## config.mk

```make
export PLATFORM = sky130hd
export DESIGN_NAME = qam16_frame_sync
export DESIGN_NICKNAME = d
export VERILOG_FILES = /design/src/rtl/qam16_pkg.sv /design/src/rtl/qam16_nibble_packer.sv /design/src/rtl/qam16_frame_sync.sv
export SDC_FILE = /design/constraint.sdc
export NUM_CORES = 1
export LEC_CHECK = 0
export ABC_AREA = 1
export CORE_MARGIN = 4
export CORE_UTILIZATION = 50
export DETAILED_ROUTE_END_ITERATION = 7
export PLACE_DENSITY = 0.73
export SLEW_MARGIN = 20
export SYNTH_ARGS = -nofsm -noshare
export SYNTH_HDL_FRONTEND = slang
export SYNTH_SLANG_ARGS = --single-unit
```

## constraint.sdc

```tcl
create_clock -name clk -period 2.85 [get_ports clk]
set_input_delay 0.4275 -clock clk [delete_from_list [all_inputs] [get_ports clk]]
set_output_delay 0.4275 -clock clk [all_outputs]
set_load 0.05 [all_outputs]
```

## src/rtl/qam16_pkg.sv

```systemverilog
// Shared definitions for the QAM16 frame synchroniser: FSM encodings,
// default sync pattern and small helpers.
package qam16_pkg;

    // Synchroniser states; encodings are visible to the host on state_o.
    typedef enum logic [1:0] {
        ST_HUNT   = 2'b00,
        ST_VERIFY = 2'b01,
        ST_LOCK   = 2'b10
    } state_e;

    localparam logic [15:0] DEFAULT_SYNC_WORD = 16'hEB90;

    // Wide enough for a frame position up to 4 + 2*255 - 1 = 513.
    localparam int unsigned POS_W = 10;

    // Saturating 8-bit increment for host-visible event counters.
    function automatic logic [7:0] sat_inc8(input logic [7:0] v);
        return (v == 8'hFF) ? v : v + 8'd1;
    endfunction

endpackage

```

## src/rtl/qam16_nibble_packer.sv

```systemverilog
// Pairs payload nibbles into bytes (first nibble in the high half) and
// presents each byte with a one-cycle registered strobe.
module qam16_nibble_packer
    import qam16_pkg::*;
(
    input  logic       clk,
    input  logic       rst,
    input  logic       nib_en,      // payload nibble present this cycle
    input  logic [3:0] nib,
    input  logic       nib_odd,     // 1: low nibble of a byte
    input  logic       first_byte,  // this pair forms byte index 0 of the frame
    input  logic       flush,       // drop any half-assembled byte
    output logic [7:0] byte_out,
    output logic       byte_valid,
    output logic       frame_start
);

    logic [3:0] hi_q;
    logic       hi_vld_q;
    logic [7:0] byte_q;
    logic       vld_q;
    logic       fs_q;

    // Latch high nibble, emit byte on the low nibble; flush wins over a new high nibble.
    always_ff @(posedge clk or posedge rst) begin
        if (rst) begin
            hi_q     <= 4'd0;
            hi_vld_q <= 1'b0;
            byte_q   <= 8'd0;
            vld_q    <= 1'b0;
            fs_q     <= 1'b0;
        end else begin
            vld_q <= 1'b0;
            fs_q  <= 1'b0;
            if (nib_en) begin
                if (!nib_odd) begin
                    hi_q     <= nib;
                    hi_vld_q <= 1'b1;
                end else if (hi_vld_q) begin
                    byte_q   <= {hi_q, nib};
                    vld_q    <= 1'b1;
                    fs_q     <= first_byte;
                    hi_vld_q <= 1'b0;
                end
            end
            if (flush) begin
                hi_vld_q <= 1'b0;
            end
        end
    end

    assign byte_out    = byte_q;
    assign byte_valid  = vld_q;
    assign frame_start = fs_q;

endmodule

```

## src/rtl/qam16_frame_sync.sv

```systemverilog
// Frame synchroniser after the QAM16 demapper: sync-word search, verify and
// flywheel lock tracking, payload byte sequencing and lock-loss counting.
module qam16_frame_sync
    import qam16_pkg::*;
#(
    parameter logic [15:0] SYNC_WORD = DEFAULT_SYNC_WORD,
    parameter int unsigned FRAME_LEN = 62,
    parameter int unsigned VERIFY_N  = 2,
    parameter int unsigned MISS_N    = 3
) (
    input  logic       clk,
    input  logic       rst,
    input  logic       sym_en,
    input  logic [3:0] sym_in,
    output logic [7:0] byte_out,
    output logic       byte_valid,
    output logic       frame_start,
    output logic       locked,
    output logic [1:0] state_o,
    output logic [7:0] lock_loss_cnt
);

    localparam int unsigned PAY_NIBS = 2 * FRAME_LEN;
    localparam int unsigned N_NIBS   = PAY_NIBS + 4;
    localparam logic [POS_W-1:0] POS_LAST = POS_W'(N_NIBS - 1);
    localparam logic [POS_W-1:0] PAY_END  = POS_W'(PAY_NIBS);
    localparam logic [2:0] VERIFY_T = 3'(VERIFY_N);
    localparam logic [2:0] MISS_T   = 3'(MISS_N);

    state_e           state_q, state_d;
    // Only the previous three nibbles are needed to form the 16-bit compare window.
    logic [11:0]      sreg_q, sreg_d;
    logic [POS_W-1:0] pos_q, pos_d;
    logic [2:0]       hits_q, hits_d;
    logic [2:0]       miss_q, miss_d;
    logic [7:0]       loss_q, loss_d;

    logic [15:0]      window;
    logic             match;
    logic             at_last;
    logic [POS_W-1:0] pos_inc;

    assign window  = {sreg_q, sym_in};
    assign match   = (window == SYNC_WORD);
    assign at_last = (pos_q == POS_LAST);
    assign pos_inc = at_last ? '0 : pos_q + 1'b1;

    // State and counter registers.
    always_ff @(posedge clk or posedge rst) begin
        if (rst) begin
            state_q <= ST_HUNT;
            sreg_q  <= '0;
            pos_q   <= '0;
            hits_q  <= '0;
            miss_q  <= '0;
            loss_q  <= '0;
        end else begin
            state_q <= state_d;
            sreg_q  <= sreg_d;
            pos_q   <= pos_d;
            hits_q  <= hits_d;
            miss_q  <= miss_d;
            loss_q  <= loss_d;
        end
    end

    // Hunt/verify/lock transitions; nothing moves without a symbol strobe.
    always_comb begin
        state_d = state_q;
        sreg_d  = sreg_q;
        pos_d   = pos_q;
        hits_d  = hits_q;
        miss_d  = miss_q;
        loss_d  = loss_q;
        if (sym_en) begin
            sreg_d = window[11:0];
            unique case (state_q)
                ST_HUNT: begin
                    if (match) begin
                        pos_d   = '0;
                        hits_d  = 3'd1;
                        miss_d  = '0;
                        state_d = (VERIFY_T == 3'd1) ? ST_LOCK : ST_VERIFY;
                    end
                end
                ST_VERIFY: begin
                    pos_d = pos_inc;
                    if (at_last) begin
                        if (match) begin
                            hits_d = hits_q + 3'd1;
                            if (hits_q + 3'd1 >= VERIFY_T) begin
                                state_d = ST_LOCK;
                                miss_d  = '0;
                            end
                        end else begin
                            // Current nibble is not re-examined for a fresh sync.
                            state_d = ST_HUNT;
                            hits_d  = '0;
                        end
                    end
                end
                ST_LOCK: begin
                    pos_d = pos_inc;
                    if (at_last) begin
                        if (match) begin
                            miss_d = '0;
                        end else if (miss_q + 3'd1 >= MISS_T) begin
                            state_d = ST_HUNT;
                            miss_d  = '0;
                            hits_d  = '0;
                            loss_d  = sat_inc8(loss_q);
                        end else begin
                            // Flywheel: keep frame timing through a missed sync.
                            miss_d = miss_q + 3'd1;
                        end
                    end
                end
                default: state_d = ST_HUNT;
            endcase
        end
    end

    logic pk_en;
    logic pk_first;
    logic pk_flush;

    assign pk_en    = sym_en && (state_q == ST_LOCK) && (pos_q < PAY_END);
    assign pk_first = (pos_q == POS_W'(1));
    assign pk_flush = (state_q == ST_LOCK) && (state_d != ST_LOCK);

    qam16_nibble_packer u_packer (
        .clk         (clk),
        .rst         (rst),
        .nib_en      (pk_en),
        .nib         (sym_in),
        .nib_odd     (pos_q[0]),
        .first_byte  (pk_first),
        .flush       (pk_flush),
        .byte_out    (byte_out),
        .byte_valid  (byte_valid),
        .frame_start (frame_start)
    );

    assign locked        = (state_q == ST_LOCK);
    assign state_o       = state_q;
    assign lock_loss_cnt = loss_q;

endmodule

```

==> results by group <==
Detailed routing
  – Final wirelength: 5240 um
  – DRT iter0 DRCs: 128
  – # DRC: 0
  – DR WL/cell: 12.2 um
  – Detailed Routing Iterations Pass 1: 4
  – Avg Vias per Cell: around 5
  – Routed Antenna Nets: 0
  – Vias post-DR: about 2200

Global route
  – Largest net degree at the start of global routing: 21
  – Total track usage: 17.8%
  – Total gr overflow: 0
  – First-pass GRT wire length: slightly above 9000 um
  – Vias in the first global route: 2025
  – Initial antenna violation count: 0

CTS
  – Post-CTS Resized: 0
  – CTS Root Cell: clkbuf_8
  – CTS tree: built
  – CTS buffer count: 5
  – Post-CTS Setup Bufs: 0
  – Max H-tree Level: 2
  – Count of clock tree sinks: 53
  – CTS Hold Bufs: 0
  – CTS clk-pin slew, worst paths: 0.09 ns
  – CTS Buffer Depth: 2
  – Skew-Pair Late Insertion Delay: roughly 0.31 ns

Setup path
  – Crit-path max FO: 6
  – Worst setup SP type: register
  – WP data required: 2.42 ns
  – Crit path DAT: 2.03 ns
  – Crit Path Class: register to primary output
  – Crit. End Element: primary output

Logic synthesis
  – Post-Synth Adder-Cell Area: slightly above 5%
  – Post-synth EDFFs: 0
  – Ranking of synthesized cells by area: dfrtp_1 (49%), nand2_1 (14%), inv_1 (5.2%)
  – Syn Nets: between 300 and 400
  – Main combinational cell family by area after synthesis: simple AND/OR/NAND/NOR gates
  – Distinct cells, synth: 34
  – Synth Area in Simple Gates: 28.1%
  – Mux share of post-synthesis cell area: 0.420%
  – Synthesized area: approximately 2700 um^2
  – Seq cells post-synth: 53
  – Synth area leader: dfrtp_1
  – Asr flop ratio synth: 100%
  – Synth Area in XOR/XNOR: 2.61%
  – Ys flop type: dfrtp_1
  – Synth Area in Compound Gates: 7.56%
  – Yosys warnings: 0
  – Mapped Cells: 326
  – Synth top area share: between 40% and 50%
  – Synth Area per Inst: approximately 8 um^2
  – Register area share after synthesis: between 40% and 50%

STA
  – Worst slew pin tran: 0.507 ns
  – Worst slew margin: 66.1%
  – Post-route minimum period: 2.46 ns
  – Unrepaired setup endpoints after global routing: false
  – Final Cycle Share: 86.3%
  – Max-slew violations: 0
  – Final setup viols: 0
  – Final hold vios: 0
  – Setup TNS: 0 ns
  – Setup Skew: between 0.006 and 0.007 ns
  – Fmax: a little over 400 MHz

Power and ir drop
  – PD cells: 538 nW/um^2
  – Internal power: 1.19 mW
  – Flop pwr share: 52.0%
  – Max VDD drop: 0.298 mV
  – Sw power: 509 uW
  – Gate power share: 18.4%
  – Clk network pwr share: 29.7%
  – Pleak: around 1.5 nW
  – Net Sw Frac: 29.9%

Placement
  – Cell Count Post-Placement: between 400 and 500
  – Hpwl dp: 3970 um
  – IO Port Bufs: 27
  – GPL Wtd Cong: around 0.90

Layout
  – Antenna Cells: 0
  – Post-route insts no fill: about 430
  – Commonest non-fill, non-tap cell in the layout: nand2_1
  – Multi-input gate area: 1180 um^2
  – Nets@finish: 379
  – Share of post-route cells with drive strength above 1: 8.59%
  – Most frequent cells in the layout: nand2_1 (98), dfrtp_1 (53), inv_1 (36), nor2_1 (30), clkdlybuf4s50_1 (27)
  – Storage cell area: 1330 um^2
  – Layout area overhead: 17.9%
  – Fill cell count: 466

Die
  – I/O pin cnt: 28
  – Rows: 26
  – Starting density of the core: between 50% and 60%
  – Die Width: 81.2 um
  – Total die area: 6600 um^2
  – Core Region: about 5000 um^2
  – Die Ht: 81.2 um

Hold path
  – Hold Crit Class: primary input to asynchronous set/reset pin

Status
  – Status: finished clean

Run
  – Max_cap viols: 0
## flip-flops by register name, indices dropped and copies added, names as in the netlist
signal and count:
u_packer.hi_q 4, u_packer.byte_out 8, u_packer.frame_start 1, u_packer.hi_vld_q 1
miss_q 3, state_o 2, hits_q 3, u_packer.byte_valid 1
pos_q 10, sreg_q 12, lock_loss_cnt 8
## cell families after synthesis
logic type               after synthesis
adder cells (fa/ha/maj)               11
AND/OR/NAND/NOR                      169
flip-flops                            53
multiplexers                           1
buffers and inverters                 47
AO/OA/AOI/OAI                         37
XOR/XNOR                               8
## cells in the mapped netlist (2+ instances only)
cell type   n
nand2_1    98
dfrtp_1    53
inv_1      37
nor2_1     30
nand3_1    14
a21oi_1    13
o21ai_0    12
ha_1       11
nand4_1     7
inv_2       5
nand2_2     5
xor2_1      5
nor2_4      4
o21ai_1     4
o22ai_1     3
xnor2_1     3
clkbuf_1    2
clkinv_1    2
nand3b_1    2
nor2_2      2
## metal layers
layer,track usage (%),routed length (um),up-vias
met5,0,0,-
met4,5.24,64,0
met3,3.33,193,5
met2,28.2,2380,42
met1,24.8,2600,1009
li1,-,-,1100
## power groups by stage
stage,sequential (mW),combinational [mW],clock (mW)
after floorplan,0.891,0.229,0
after global placement,0.895,0.305,0
after detailed placement,0.899,0.312,0
after CTS,0.884,0.315,0.513
after global routing,0.895,0.361,0.541
final,0.884,0.313,0.504
## cell type report
type / instances / share of cell area, %
repair buffers: 30 / 9.26
well taps: 70 / 2.77
clock inverters: 2 / 1.23
clock buffers: 5 / 2.18
flip-flops and latches: 53 / 41.9
multi-input cells: 226 / 37.2
inverters: 45 / 5.42
## worst paths after layout
path                                                  startpoint                          endpoint  slack, ns  depth (start not counted)
worst max-delay path                        state_o[0]$_DFF_PP0_                            locked       0.39                          3
worst min-delay path                                         rst  u_packer.byte_out[1]$_DFFE_PP0P_       0.39                          2
worst max register to register              state_o[0]$_DFF_PP0_    u_packer.frame_start$_DFF_PP0_       0.81                          8
worst min register to register  u_packer.byte_out[2]$_DFFE_PP0P_  u_packer.byte_out[2]$_DFFE_PP0P_       0.48                          2
max in group asynchronous                                    rst      lock_loss_cnt[5]$_DFFE_PP0P_       1.87                          3
min in group clk                u_packer.byte_out[2]$_DFFE_PP0P_  u_packer.byte_out[2]$_DFFE_PP0P_       0.48                          2
## critical path, cell delays in order, from the launching register on
cell and delay (ns):
dfrtp_1 0.42, inv_1 0.13, ha_1 0.32, clkdlybuf4s50_1 0.86
## through the flow
step	setup WS (ns)	area (um^2)	hold WS [ns]	total power [mW]	utilization (%)
6_report	0.391	3160	0.388	1.70	61.5
5_1_grt	0.310	3160	0.426	1.80	61.5
4_1_cts	0.399	3160	0.399	1.71	61.5
3_5_place_dp	0.582	3050	0.461	1.21	59.4
3_3_place_gp	0.626	3050	0.455	1.20	59.4
2_1_floorplan	0.522	2680	0.442	1.12	-
Note: power is estimated with default switching activity, not from simulation.
